`src/rtl/aes_pkg.sv`:
```
// Shared AES key-schedule types, constants and helpers.
// Round counts are derived from NK so that no block can be configured inconsistently.
package aes_pkg;

    localparam int AES_WORD_W = 32;

    typedef logic [AES_WORD_W-1:0] aes_word_t;

    localparam logic [7:0] RCON_INIT = 8'h01;

    typedef enum logic [1:0] {
        IDLE,
        EMIT,
        FINISH
    } kexp_state_t;

    // GF(2^8) multiply by x, reduced by the AES polynomial.
    function automatic logic [7:0] xtime(input logic [7:0] b);
        return {b[6:0], 1'b0} ^ (b[7] ? 8'h1b : 8'h00);
    endfunction

    function automatic int aesNr(input int nk);
        return nk + 6;
    endfunction

    function automatic int aesTotalWords(input int nk);
        return 4 * (aesNr(nk) + 1);
    endfunction

endpackage

```
`src/rtl/aesRotateWord.sv`:
```
// RotWord datapath: cyclic one-byte left rotate, bypassable for the SubWord-only step.
module aesRotateWord
    import aes_pkg::*;
(
    input  aes_word_t wordIn,
    input  logic      disableRotate,
    output aes_word_t wordOut
);

    assign wordOut = disableRotate ? wordIn : {wordIn[23:0], wordIn[31:24]};

endmodule

```
`src/rtl/aes_sub_word.sv`:
```
// SubWord: four parallel AES S-box lookups on a 32-bit word.
module aes_sub_word
    import aes_pkg::*;
(
    input  aes_word_t wordIn,
    output aes_word_t wordOut
);

    // Byte 0x00 maps from the most significant byte of this table.
    localparam logic [2047:0] SBOX = {
        128'h637c777bf26b6fc53001672bfed7ab76,
        128'hca82c97dfa5947f0add4a2af9ca472c0,
        128'hb7fd9326363ff7cc34a5e5f171d83115,
        128'h04c723c31896059a071280e2eb27b275,
        128'h09832c1a1b6e5aa0523bd6b329e32f84,
        128'h53d100ed20fcb15b6acbbe394a4c58cf,
        128'hd0efaafb434d338545f9027f503c9fa8,
        128'h51a3408f929d38f5bcb6da2110fff3d2,
        128'hcd0c13ec5f974417c4a77e3d645d1973,
        128'h60814fdc222a908846eeb814de5e0bdb,
        128'he0323a0a4906245cc2d3ac629195e479,
        128'he7c8376d8dd54ea96c56f4ea657aae08,
        128'hba78252e1ca6b4c6e8dd741f4bbd8b8a,
        128'h703eb5664803f60e613557b986c11d9e,
        128'he1f8981169d98e949b1e87e9ce5528df,
        128'h8ca1890dbfe6426841992d0fb054bb16
    };

    function automatic logic [7:0] sbox(input logic [7:0] b);
        return SBOX[(255 - int'(b)) * 8 +: 8];
    endfunction

    assign wordOut = {sbox(wordIn[31:24]), sbox(wordIn[23:16]),
                      sbox(wordIn[15:8]),  sbox(wordIn[7:0])};

endmodule

```
`src/rtl/aes_key_expand_ctrl.sv`:
```
// AES key-schedule controller: streams w[0..TOTAL_WORDS-1] one word per valid/ready handshake.
// An NK-word window plus rcon is the only state; next-word generation is purely combinational.
module aes_key_expand_ctrl
    import aes_pkg::*;
#(
    parameter int NK = 4
) (
    input  logic                     clk,
    input  logic                     rst_n,
    input  logic                     start,
    input  logic [AES_WORD_W*NK-1:0] keyIn,
    output logic                     busy,
    output aes_word_t                wordOut,
    output logic [5:0]               wordIdx,
    output logic                     wordValid,
    input  logic                     wordReady,
    output logic                     done
);

    localparam int NR          = aesNr(NK);
    localparam int TOTAL_WORDS = aesTotalWords(NK);
    localparam int POS_W       = $clog2(NK);
    localparam logic [5:0] LAST_IDX  = 6'(TOTAL_WORDS - 1);
    localparam logic [5:0] KEY_LAST  = 6'(NK - 1);
    localparam logic [5:0] PHASE_MSK = 6'(NK - 1);

    if (NK != 4 && NK != 8) begin : gBadNk
        $error("aes_key_expand_ctrl: NK must be 4 or 8, got %0d (NR would be %0d)", NK, NR);
    end

    kexp_state_t state;
    aes_word_t   win [NK];
    logic [7:0]  rcon;

    logic [5:0]  nextIdx;
    logic [2:0]  phase;
    logic        fromKey;
    logic        accept;
    logic        disableRotate;
    aes_word_t   rotOut;
    aes_word_t   subOut;
    aes_word_t   tempWord;
    aes_word_t   nextWord;

    assign nextIdx       = wordIdx + 6'd1;
    assign phase         = 3'(nextIdx & PHASE_MSK);
    assign fromKey       = (wordIdx < KEY_LAST);
    assign accept        = (state == EMIT) && wordValid && wordReady;
    assign disableRotate = (phase != 3'd0);

    aesRotateWord uRotate (
        .wordIn        (win[NK-1]),
        .disableRotate (disableRotate),
        .wordOut       (rotOut)
    );

    aes_sub_word uSubWord (
        .wordIn  (rotOut),
        .wordOut (subOut)
    );

    // While the key words are still being emitted the window holds the raw key and is read by index.
    always_comb begin
        tempWord = win[NK-1];
        if (phase == 3'd0) begin
            tempWord = subOut ^ {rcon, 24'h0};
        end else if (NK == 8 && phase == 3'd4) begin
            tempWord = subOut;
        end
        nextWord = fromKey ? win[phase[POS_W-1:0]] : (win[0] ^ tempWord);
    end

    always_ff @(posedge clk or negedge rst_n) begin
        if (!rst_n) begin
            state     <= IDLE;
            rcon      <= RCON_INIT;
            busy      <= 1'b0;
            wordOut   <= '0;
            wordIdx   <= '0;
            wordValid <= 1'b0;
            done      <= 1'b0;
            for (int k = 0; k < NK; k++) begin
                win[k] <= '0;
            end
        end else begin
            case (state)
                IDLE: begin
                    done <= 1'b0;
                    if (start) begin
                        for (int k = 0; k < NK; k++) begin
                            win[k] <= keyIn[AES_WORD_W*(NK-1-k) +: AES_WORD_W];
                        end
                        rcon      <= RCON_INIT;
                        wordOut   <= keyIn[AES_WORD_W*NK-1 -: AES_WORD_W];
                        wordIdx   <= '0;
                        wordValid <= 1'b1;
                        busy      <= 1'b1;
                        state     <= EMIT;
                    end
                end
                EMIT: begin
                    if (accept) begin
                        if (wordIdx == LAST_IDX) begin
                            wordValid <= 1'b0;
                            busy      <= 1'b0;
                            done      <= 1'b1;
                            state     <= FINISH;
                        end else begin
                            wordOut <= nextWord;
                            wordIdx <= nextIdx;
                            if (!fromKey) begin
                                for (int k = 0; k < NK - 1; k++) begin
                                    win[k] <= win[k+1];
                                end
                                win[NK-1] <= nextWord;
                                if (phase == 3'd0) begin
                                    rcon <= xtime(rcon);
                                end
                            end
                        end
                    end
                end
                FINISH: begin
                    done  <= 1'b0;
                    state <= IDLE;
                end
                default: state <= IDLE;
            endcase
        end
    end

endmodule

```
`config.mk`:
```
export PLATFORM = sky130hd
export DESIGN_NAME = aes_key_expand_ctrl
export DESIGN_NICKNAME = d
export VERILOG_FILES = /design/src/rtl/aes_pkg.sv /design/src/rtl/aesRotateWord.sv /design/src/rtl/aes_sub_word.sv /design/src/rtl/aes_key_expand_ctrl.sv
export SDC_FILE = /design/constraint.sdc
export NUM_CORES = 1
export LEC_CHECK = 0
export ABC_AREA = 1
export BUFFER_PORTS_ARGS = -buffer_cell sky130_fd_sc_hd__buf_4
export CORE_MARGIN = 2
export CORE_UTILIZATION = 30
export CTS_BUF_LIST = sky130_fd_sc_hd__clkbuf_4 sky130_fd_sc_hd__clkbuf_8 sky130_fd_sc_hd__clkbuf_16
export CTS_CLUSTER_DIAMETER = 50
export DETAILED_ROUTE_END_ITERATION = 10
export PLACE_DENSITY_LB_ADDON = 0.25
export SYNTH_ARGS = -nofsm -noshare
export SYNTH_HDL_FRONTEND = slang
export SYNTH_HIERARCHICAL = 1
export SYNTH_SLANG_ARGS = --single-unit
```
`constraint.sdc`:
```
create_clock -name clk -period 4.5 [get_ports clk]
set_input_delay 0.45 -clock clk [delete_from_list [all_inputs] [get_ports clk]]
set_output_delay 0.45 -clock clk [all_outputs]
set_load 0.01 [all_outputs]
```
==> results.txt <==
----------------------------------------------------
[Worst setup path]
  Worst EP required ... 4.93 ns
  Depth of the worst register-to-register path ... 22
  Maximum fanout along the worst path ... 19
  Crit path from ... wordIdx[1]
  Number of buffer and inverter stages on the critical path ... 3
  Reg-to-reg critical path startpoint ... wordIdx[1]
  Startpoint type of the worst setup path ... flip-flop
  Critical path's largest stage delay ... ~0.44 ns
  Minimum setup slack among reg-to-reg paths ... around 0.29 ns
  Cell seen most often among critical-path stages ... sky130_fd_sc_hd__nand2_1
  Cell-by-cell listing of the critical path ... ha_2, inv_2, buf_4, nand2_1, nand2_1, inv_1, ha_1, nor2_1, nor2_1, nand2_1, nand3_1, nand3_1, nand3_1, nand3_1, nand2_1, nand2_1, o21ai_0, xor2_1, nand2_1, nand2_1, nand2_1, a21oi_1
  Data arrival time of the worst path ... between 4 and 5 ns
  Kind of cell adding the most delay to the critical path ... simple AND/OR/NAND/NOR gates
  Startpoint-to-endpoint class of the critical path ... reg -> reg
  Worst reg2reg endpoint ... win[9]
  Crit end category ... flip-flop
  Slowest stage cell on the critical path ... sky130_fd_sc_hd__dfrtp_1

[Floorplanning]
  Std-Cell Core Area ... roughly 74,000 um^2
  I/O pin count ... approximately 170
  Row count ... 100
  Die outline width ... ~280 um
  Die Height ... around 280 um
  Area of the die ... 76,600 um^2
  Starting Density ... 0.301

[Worst hold path]
  Type of the worst min-delay path ... in -> reg
  Critical hold path startpoint ... keyIn[58]
  Hold-critical path endpoint ... win[58]
  Min-Delay Path Depth ... 3

[Global route]
  Global routing met1 resource utilization ... 0.416
  Total global-route track usage ... 0.304
  GRT met3 Usage ... 0.0531
  Number of global-route vias before repair ... around 27,000
  Global-route track usage on met2 ... 0.465
  Largest net degree at the start of global routing ... approximately 170
  Gr busiest metal ... met2
  Wire length of the first global-routing pass ... about 180,000 um
  Initial antenna violation count ... 2
  Remaining global-route overflow ... 0

[Clocking]
  Maximum level of the CTS H-tree ... 4
  Number of sinks on the clock net ... approximately 180
  Maximum buffer depth of the clock tree ... 2
  Number of gates resized after CTS ... 0
  TritonCTS clock tree ... done
  CTS buffer count ... 17
  Post-CTS Hold Buffers ... 1
  Source-to-sink clock delay at the later pin of the worst-skew pair ... around 0.52 ns
  Root buffer cell ... sky130_fd_sc_hd__clkbuf_16
  Clock transition at the registers of the reported paths ... around 0.080 ns
  Post-CTS setup buffer count ... 0

[Detailed routing]
  Drt initial violations ... about 3,500
  Total length of routed wires ... about 120,000 um
  Drc violations ... 0
  Number of detailed-routing iterations run before antenna repair ... 8
  Number of vias per cell ... ~5.8
  Antenna-violating nets left ... 0
  Final routed wire length divided by cell count ... 24.0 um
  Detailed-route via count ... about 29,000

[Logic synthesis]
  Area fraction of the dominant cell type after synthesis ... 0.233
  Top area cells in the synthesized netlist ... sky130_fd_sc_hd__nand2_1 23%, sky130_fd_sc_hd__dfrtp_1 20%, sky130_fd_sc_hd__nand3_1 17%
  Count of cell types in the netlist ... 39
  Fraction of registers with async set/reset ... 1.00
  Yosys Warn Count ... 6
  Number of cells produced by synthesis ... between 4,000 and 5,000
  Netlist area before placement ... around 22,000 um^2
  Mean area per synthesized cell ... 5.55 um^2
  Syn Nets ... around 4,200
  Cell with the most instances after synthesis ... sky130_fd_sc_hd__nand2_1
  Most used standard cells in the synthesized netlist ... 1,385 x sky130_fd_sc_hd__nand2_1, 773 x sky130_fd_sc_hd__nand3_1, 312 x sky130_fd_sc_hd__inv_1, 270 x sky130_fd_sc_hd__a21oi_1, 259 x sky130_fd_sc_hd__o21ai_0
  Sequential area share after synthesis ... 0.200
  Top cell type by total area after synthesis ... sky130_fd_sc_hd__nand2_1
  Flops & latches, synth ... ~180
  Count of flip-flops with a built-in enable after synthesis ... 0
  Ys flop type ... sky130_fd_sc_hd__dfrtp_1

[Timing]
  Max-Slew Margin vs Limit ... 0.276
  Final worst path period share ... 0.936
  Count of pins over their slew limit ... 0
  Number of hold-slack violations in the final timing report ... 0
  Transition at the pin with the smallest max-transition slack ... about 1.1 ns
  RSZ-0062 raised after global routing ... false
  Total Negative Setup Slacks ... 0 ns
  Clock Skew ... approximately 0.022 ns
  Total setup violations reported at the end of the flow ... 0
  Highest achievable clock rate ... around 240 MHz
  Minimum clock period after layout ... ~4.2 ns

[Placement]
  Weighted congestion reported at the end of routability-driven placement ... a little over 1
  Post-DP HPWL ... 85,800 um
  I/O Buffers ... between 150 and 200

[Final layout]
  # nets final ... 4,229
  Area added between synthesis and finish ... 12.3%
  Number of filler cells placed in the layout ... around 8,500
  Share of post-route cells with drive strength above 1 ... 0.0956

[Outcome]
  Outcome ... finished clean

[Job]
  Max Cap Viol ... 0

----------------------------------------------------
## placed cells by master, fill, tap and decap left out, types with 11 or more instances in the layout
cell type                   instances
sky130_fd_sc_hd__a21oi_1          270
sky130_fd_sc_hd__a22oi_1           16
sky130_fd_sc_hd__buf_12            14
sky130_fd_sc_hd__buf_4            261
sky130_fd_sc_hd__clkbuf_16         17
sky130_fd_sc_hd__dfrtp_1          176
sky130_fd_sc_hd__ha_1              61
sky130_fd_sc_hd__inv_1            307
sky130_fd_sc_hd__inv_2             15
sky130_fd_sc_hd__nand2_1         1383
sky130_fd_sc_hd__nand2_2           18
sky130_fd_sc_hd__nand3_1          773
sky130_fd_sc_hd__nand4_1           36
sky130_fd_sc_hd__nor2_1           193
sky130_fd_sc_hd__o211ai_1          81
sky130_fd_sc_hd__o21ai_0          259
sky130_fd_sc_hd__o21ai_1           58
sky130_fd_sc_hd__o21ai_2           11
sky130_fd_sc_hd__xor2_1            24
## worst min-delay path, stage by stage
cell and delay (ns):
sky130_fd_sc_hd__buf_4 0.08, sky130_fd_sc_hd__o211ai_2 0.08, sky130_fd_sc_hd__o21ai_2 0.06
## how the worst max path moves through the flow
stage,endpoint,slack [ns],cells after the start
5_1_grt,win[9],0.02,22
2_1_floorplan,win[2],0.71,27
3_5_place_dp,win[9],0.46,22
6_report,win[9],0.29,22
4_1_cts,win[9],0.40,22
3_3_place_gp,wordOut[17],0.43,21
## state kept, by name (all words and copies together) (netlist names)
register	cells
done	1
wordOut	32
wordIdx	6
win	128
state	2
wordValid	1
rcon	8
## through the flow
stage / area [um^2] / utilization / hold WS [ns] / worst slack, ns / std cells
after floorplan: 22300 / - / 0.154 / 0.709 / 4020
after global placement: 24400 / 0.330 / 0.489 / 0.431 / 4984
after detailed placement: 24400 / 0.330 / 0.481 / 0.457 / 4984
after CTS: 25100 / 0.338 / 0.158 / 0.402 / 5017
after global routing: 25100 / 0.338 / 0.183 / 0.0225 / 5017
final: 25100 / 0.338 / 0.186 / 0.288 / 5018
## cells by family after synthesis
kind of cell | Yosys count | share of synthesized area
AO/OA/AOI/OAI | 713 | 0.177
XOR/XNOR | 24 | 0.00942
adder cells (fa/ha/maj) | 62 | 0.0348
buffers and inverters | 609 | 0.116
flip-flops | 178 | 0.200
AND/OR/NAND/NOR | 2434 | 0.463
## routing by layer
layer	vias to the layer above	share of wire
met5	-	0.000091
li1	13316	-
met3	331	0.091
met4	2	0.046
met2	1699	0.44
met1	13555	0.43
## final cells by class
class / instances / area, um^2 / share of cell area
multi-input combinational: 3233 / 15300 / 0.610
sequential: 178 / 4460 / 0.178
timing repair buffer: 277 / 2260 / 0.0904
inverter: 328 / 1240 / 0.0496
tap: 969 / 1210 / 0.0484
clock buffer: 17 / 425 / 0.0170
clock inverter: 15 / 174 / 0.00694
antenna: 1 / 2.50 / 0.0000999
Power is left out: the tool's default activity adds up to more than one toggle a clock period on the data nets, which glitch-free logic cannot reach.
